File: src/rtl/surf_sync_pkg.sv
// rtl/surf_sync_pkg.sv - shared state type and default sizing for the sync scheduler
package surf_sync_pkg;

  localparam int DEF_NCHAN       = 4;
  localparam int DEF_OFFSET_BITS = 5;
  localparam int DEF_CNT_BITS    = 12;

  typedef enum logic [1:0] {
    ST_IDLE,
    ST_ARMED,
    ST_COUNT,
    ST_MEASURE
  } sync_state_t;

endpackage

File: src/rtl/surf_sync_sysref_meas.sv
// rtl/surf_sync_sysref_meas.sv - sync-to-SYSREF cycle counter, edge detector and result latch
module surf_sync_sysref_meas
  import surf_sync_pkg::*;
#(
  parameter int CNT_BITS = DEF_CNT_BITS
) (
  input  logic                aclk_i,
  input  logic                aclk_rstn_i,
  input  logic                i_clear,
  input  logic                i_active,
  input  logic                i_meas_en,
  input  logic                i_accept,
  input  logic                i_measure,
  input  logic                i_sysref,
  output logic [CNT_BITS-1:0] o_count,
  output logic                o_valid,
  output logic                o_timeout,
  output logic                o_edge_hit,
  output logic                o_saturated
);

  logic                r_sysref_d;
  logic [CNT_BITS-1:0] r_cnt;
  logic [CNT_BITS-1:0] r_latch;
  logic                r_valid;
  logic                r_timeout;
  logic                w_saturated;
  logic                w_edge_hit;

  assign w_saturated = (r_cnt == '1);
  // Only the first rising edge of a request is taken; r_valid blocks the rest.
  assign w_edge_hit  = i_active && i_meas_en && !r_valid && i_sysref && !r_sysref_d;

  // Counter runs while scheduling/measuring, latch captures it on the first edge.
  always_ff @(posedge aclk_i or negedge aclk_rstn_i) begin
    if (!aclk_rstn_i) begin
      r_sysref_d <= 1'b0;
      r_cnt      <= '0;
      r_latch    <= '0;
      r_valid    <= 1'b0;
      r_timeout  <= 1'b0;
    end else begin
      r_sysref_d <= i_sysref;
      if (i_clear) begin
        r_cnt <= '0;
      end else if (i_active && !w_saturated) begin
        r_cnt <= r_cnt + CNT_BITS'(1);
      end
      if (i_accept) begin
        r_valid   <= 1'b0;
        r_timeout <= 1'b0;
      end else begin
        if (w_edge_hit) begin
          r_latch <= r_cnt;
          r_valid <= 1'b1;
        end
        if (i_measure && w_saturated && !w_edge_hit) begin
          r_timeout <= 1'b1;
        end
      end
    end
  end

  assign o_count     = r_latch;
  assign o_valid     = r_valid;
  assign o_timeout   = r_timeout;
  assign o_edge_hit  = w_edge_hit;
  assign o_saturated = w_saturated;

endmodule

File: src/rtl/surf_sync_scheduler.sv
// rtl/surf_sync_scheduler.sv - phase-aligned multi-channel sync pulse scheduler
module surf_sync_scheduler
  import surf_sync_pkg::*;
#(
  parameter int NCHAN       = DEF_NCHAN,
  parameter int OFFSET_BITS = DEF_OFFSET_BITS,
  parameter int CNT_BITS    = DEF_CNT_BITS
) (
  input  logic                         aclk_i,
  input  logic                         aclk_rstn_i,
  input  logic                         aclk_phase_i,
  input  logic                         sync_req_i,
  input  logic [NCHAN-1:0]             chan_en_i,
  input  logic [NCHAN*OFFSET_BITS-1:0] sync_offset_i,
  input  logic                         sysref_meas_en_i,
  input  logic                         sysref_i,
  output logic [NCHAN-1:0]             sync_o,
  output logic                         busy_o,
  output logic                         req_dropped_o,
  output logic [CNT_BITS-1:0]          sysref_count_o,
  output logic                         sysref_valid_o,
  output logic                         sysref_timeout_o
);

  sync_state_t                  r_state;
  logic [OFFSET_BITS-1:0]       r_period;
  logic [NCHAN-1:0]             r_chan_en;
  logic [NCHAN*OFFSET_BITS-1:0] r_offset;
  logic                         r_meas_en;
  logic [NCHAN-1:0]             r_sync;
  logic                         r_req_dropped;

  logic [OFFSET_BITS-1:0]       w_terminal;
  logic [OFFSET_BITS-1:0]       w_period_inc;
  logic [NCHAN-1:0]             w_hit_zero;
  logic [NCHAN-1:0]             w_hit_next;
  logic                         w_accept;
  logic                         w_clear;
  logic                         w_active;
  logic                         w_measure;
  logic                         w_valid;
  logic                         w_edge_hit;
  logic                         w_saturated;
  logic                         w_meas_latched;

  assign w_accept     = (r_state == ST_IDLE) && sync_req_i;
  assign w_clear      = (r_state == ST_ARMED) && aclk_phase_i;
  assign w_active     = (r_state == ST_COUNT) || (r_state == ST_MEASURE);
  assign w_measure    = (r_state == ST_MEASURE);
  assign w_period_inc = (r_period == '1) ? r_period : r_period + OFFSET_BITS'(1);
  assign w_meas_latched = w_valid || w_edge_hit;

  // Terminal period is the largest offset among enabled channels.
  always_comb begin
    w_terminal = '0;
    for (int c = 0; c < NCHAN; c++) begin
      if (r_chan_en[c] && (r_offset[c*OFFSET_BITS +: OFFSET_BITS] > w_terminal)) begin
        w_terminal = r_offset[c*OFFSET_BITS +: OFFSET_BITS];
      end
    end
  end

  // Channels due at period 0 and at the period about to begin.
  always_comb begin
    w_hit_zero = '0;
    w_hit_next = '0;
    for (int c = 0; c < NCHAN; c++) begin
      w_hit_zero[c] = r_chan_en[c] && (r_offset[c*OFFSET_BITS +: OFFSET_BITS] == '0);
      w_hit_next[c] = r_chan_en[c] && (r_offset[c*OFFSET_BITS +: OFFSET_BITS] == w_period_inc);
    end
  end

  // Request acceptance, period stepping and registered pulse outputs.
  always_ff @(posedge aclk_i or negedge aclk_rstn_i) begin
    if (!aclk_rstn_i) begin
      r_state       <= ST_IDLE;
      r_period      <= '0;
      r_chan_en     <= '0;
      r_offset      <= '0;
      r_meas_en     <= 1'b0;
      r_sync        <= '0;
      r_req_dropped <= 1'b0;
    end else begin
      r_sync        <= '0;
      r_req_dropped <= sync_req_i && (r_state != ST_IDLE);
      case (r_state)
        ST_IDLE: begin
          if (sync_req_i) begin
            r_chan_en <= chan_en_i;
            r_offset  <= sync_offset_i;
            r_meas_en <= sysref_meas_en_i;
            r_state   <= ST_ARMED;
          end
        end
        ST_ARMED: begin
          if (aclk_phase_i) begin
            r_period <= '0;
            r_sync   <= w_hit_zero;
            r_state  <= ST_COUNT;
          end
        end
        ST_COUNT: begin
          if (r_period == w_terminal) begin
            r_state <= (r_meas_en && !w_meas_latched) ? ST_MEASURE : ST_IDLE;
          end else if (aclk_phase_i) begin
            r_period <= w_period_inc;
            r_sync   <= w_hit_next;
          end
        end
        ST_MEASURE: begin
          if (w_meas_latched || w_saturated) begin
            r_state <= ST_IDLE;
          end
        end
        default: r_state <= ST_IDLE;
      endcase
    end
  end

  surf_sync_sysref_meas #(
    .CNT_BITS (CNT_BITS)
  ) u_meas (
    .aclk_i      (aclk_i),
    .aclk_rstn_i (aclk_rstn_i),
    .i_clear     (w_clear),
    .i_active    (w_active),
    .i_meas_en   (r_meas_en),
    .i_accept    (w_accept),
    .i_measure   (w_measure),
    .i_sysref    (sysref_i),
    .o_count     (sysref_count_o),
    .o_valid     (w_valid),
    .o_timeout   (sysref_timeout_o),
    .o_edge_hit  (w_edge_hit),
    .o_saturated (w_saturated)
  );

  assign sync_o         = r_sync;
  assign busy_o         = (r_state != ST_IDLE);
  assign req_dropped_o  = r_req_dropped;
  assign sysref_valid_o = w_valid;

endmodule

File: config.mk
export PLATFORM = sky130hd
export DESIGN_NAME = surf_sync_scheduler
export DESIGN_NICKNAME = d
export VERILOG_FILES = /design/src/rtl/surf_sync_pkg.sv /design/src/rtl/surf_sync_sysref_meas.sv /design/src/rtl/surf_sync_scheduler.sv
export SDC_FILE = /design/constraint.sdc
export NUM_CORES = 1
export LEC_CHECK = 0
export ABC_AREA = 1
export CORE_MARGIN = 2
export CORE_UTILIZATION = 51
export CTS_CLUSTER_SIZE = 28
export DETAILED_ROUTE_END_ITERATION = 7
export GPL_TIMING_DRIVEN = 0
export PLACE_DENSITY_LB_ADDON = 0.1
export SETUP_SLACK_MARGIN = 0.4
export SLEW_MARGIN = 15
export SYNTH_ARGS = -nofsm -noshare
export SYNTH_HDL_FRONTEND = slang
export SYNTH_HIERARCHICAL = 1
export SYNTH_SLANG_ARGS = --single-unit
File: constraint.sdc
create_clock -name aclk_i -period 4.6 [get_ports aclk_i]
set_input_delay 0.46 -clock aclk_i [delete_from_list [all_inputs] [get_ports aclk_i]]
set_output_delay 0.46 -clock aclk_i [all_outputs]
set_load 0.005 [all_outputs]
==> flow_summary.yaml <==
hold_path:
  min_path_type: "input port to asynchronous set/reset pin"
global_route:
  grtUsageTotal_pct: 29.2
  grt_start_max_net_pins: 40
  grt_pass1_wl_mm: 19.8
  antenna_found_initial: 0
  gr-total-overflow: 0
  first_global_vias: 4099
synthesis:
  syn_area_mm2: 0.00416
  synth_fa_ha_area_share_pct: 6.31
  synth-seq-cells: 64
  synth-xor-area-share_pct: 5.23
  synthMuxAreaShare_pct: 0
  synth_area_per_cell_um2: 7.59
  syn_nets: 599
  synth_compound_area_share_pct: 7.19
  syn_inst: 548
  synth-simple-area-share_pct: 35.6
  ys_seq_area_share_pct: 38.5
  synth_top_family_by_area: "simple AND/OR/NAND/NOR gates"
  ys_warn_count: 6
  ys_types: 41
clock_tree:
  cts.sinks: 64
  cts_tree: "yes"
  clock_latency_ns: 0.37
  htreeDepth: 3
  path_clk_slew_ns: 0.09
  cts_inserted_buffers: 9
  clock_tree.buffer_depth: 2
  cts-root-buf: "clkbuf_8"
detailed_routing:
  drc_errors: 0
  vias_per_cell: 5.64
  via_count: 4240
  detail_route.first_pass.iterations: 5
  wl_per_cell_um: 17.0
  routed_wl_mm: 12.7
  drtIter0Drc: 309
  drtAntennaViolNets: 0
layout:
  most-common-layout-cells: "nand2_1 (142), dfrtp_1 (63), inv_1 (54)"
  final_common_cell: "nand2_1"
  area_growth_pct: 41.9
  fin_util_pct: 75.6
  diodes: 0
  fin_nets: 696
  fillers: 532
  drive_above_1_share_pct: 28.9
timing:
  worst_slack_ns: -0.317
  slew_headroom_pct: 46.8
  hold_viol: 0
  tightest_slew_ns: 0.797
  period_needed_ns: 4.92
  timing.fmax_mhz: 203
  rsz0062_at_grt: "yes"
  finalSetupViolCount: 11
  drv_slew: 0
  period_share_pct: 107
  timing.hold.ws_ns: 0.00332
  finClkSkew_ns: 0.0131
setup_path:
  max_stage_delay_ns: 0.36
  crit_required_ns: 4.84
  crit_slowest_cell: "dfrtp_1"
  critPathKind: "flip-flop to flip-flop"
  cp.arrival_ns: 5.15
  critPathCaptureType: "flip-flop"
  r2r_slack_ns: -0.32
  r2r-start: "r_offset[4]$_DFFE_PN0P_"
  cp_max_fo: 8
  start_kind: "flip-flop"
  reg2reg_depth: 35
  crit_top_cell: "nand2_4"
  r2r-end: "sync_o[0]$_DFF_PN0_"
floorplanning:
  die_h_um: 94.3
  coreArea_mm2: 0.00781
  ios: 50
  start_util_pct: 53.3
  die_w_um: 94.3
  die_area_mm2: 0.00890
  num_rows: 32
placed_design:
  port_buffers: 48
  gp_congestion: 0.962
  place_hpwl_mm: 7.90
run_status:
  status: "finished, violations left"
  violations: "setup timing"
job:
  max_cap_viol_count: 0
## logic make-up after synthesis
logic type | after synthesis
flops | 64
simple gates | 314
xor+xnor | 24
fa+ha+maj | 21
buf+inv | 75
compound gates | 50
## metal layers
layer / global-route usage (%) / vias up / part of all wire, %
li1: - / 1989 / -
met2: 46.1 / 165 / 48
met4: 12.6 / 0 / 3.9
met3: 4.63 / 51 / 5.3
met5: 0 / - / 0
met1: 39.9 / 2035 / 43
## per-stage QoR
stage,instance area (um^2),instances,worst slack [ns],setup TNS [ns]
CTS,5540,737,0.130,0
global placement,4840,698,-0.0849,-0.354
finish,5910,752,-0.317,-2.67
floorplan,4230,548,0.406,0
detailed placement,4860,699,-0.202,-1.51
global route,5910,752,-0.482,-4.86
## layout make-up
type,count,area (um^2),share of cell area [%]
Buffer,10,52.6,0.890
Clock buffer,10,138,2.33
Clock inverter,6,91.3,1.55
Inverter,65,275,4.66
Multi-Input combinational cell,413,2860,48.5
Sequential cell,64,1600,27.1
Tap cell,102,128,2.16
Timing Repair Buffer,82,757,12.8
## synth_stat cells (all sizes together)
cell type	instances	area, um^2
a41oi	1	8.76
dfrtp	64	1600
clkinv	3	12.5
ha	21	263
clkbuf	5	18.8
and2	1	6.26
or2	1	6.26
o21bai	1	7.51
nand3b	3	22.5
nand4	20	131
nor2	26	133
o211ai	2	15.0
nor4	8	50.1
xnor2	2	17.5
o21ai	32	183
nand2	196	793
xor2	22	200
buf	5	33.8
a21o	1	7.51
a21oi	12	71.3
inv	62	235
o22ai	1	6.26
nand3	56	318
nor3	3	20.0
## registers in the layout (all words and copies together) (netlist names)
name	cells
r_offset	20
u_meas/o_count	12
u_meas/r_cnt	12
r_period	5
r_chan_en	4
sync_o	4
r_state	2
r_meas_en	1
req_dropped_o	1
u_meas/o_timeout	1
u_meas/o_valid	1
u_meas/r_sysref_d	1
## critical path: cells and delay by family (launching register included)
family	cells	cell delay [ns]
and+or+nand+nor	20	2.03
buffers and inverters	8	0.90
adders and majority gates	3	0.77
AOI/OAI and AO/OA	4	0.73
DFF	1	0.36
## how the worst max path moves through the flow
| stage | startpoint | end | slack (ns) | depth (start not counted) |
|---|---|---|---|---|
| 5_1_grt | r_offset[0]$_DFFE_PN0P_ | r_state[0]$_DFFE_PN0P_ | -0.48 | 39 |
| 2_1_floorplan | r_offset[3]$_DFFE_PN0P_ | r_state[0]$_DFFE_PN0P_ | 0.41 | 37 |
| 3_5_place_dp | r_offset[3]$_DFFE_PN0P_ | r_state[0]$_DFFE_PN0P_ | -0.20 | 38 |
| 3_3_place_gp | r_offset[3]$_DFFE_PN0P_ | r_state[1]$_DFFE_PN0P_ | -0.08 | 38 |
| 6_report | r_offset[4]$_DFFE_PN0P_ | sync_o[0]$_DFF_PN0_ | -0.32 | 35 |
| 4_1_cts | r_offset[2]$_DFFE_PN0P_ | r_state[0]$_DFFE_PN0P_ | 0.13 | 39 |
## timing repair
action / CTS / global route
resized for setup: 55 / 60
setup buffers: 18 / 15
gates cloned: 4 / 0
pin swaps: 34 / 29
hold buffers: 0 / 0
endpoints found under the hold margin: 0 / 0
endpoints found under the setup margin: 11 / 11
Power is left out: the tool's default activity adds up to more than one toggle a clock period on the data nets, which glitch-free logic cannot reach.
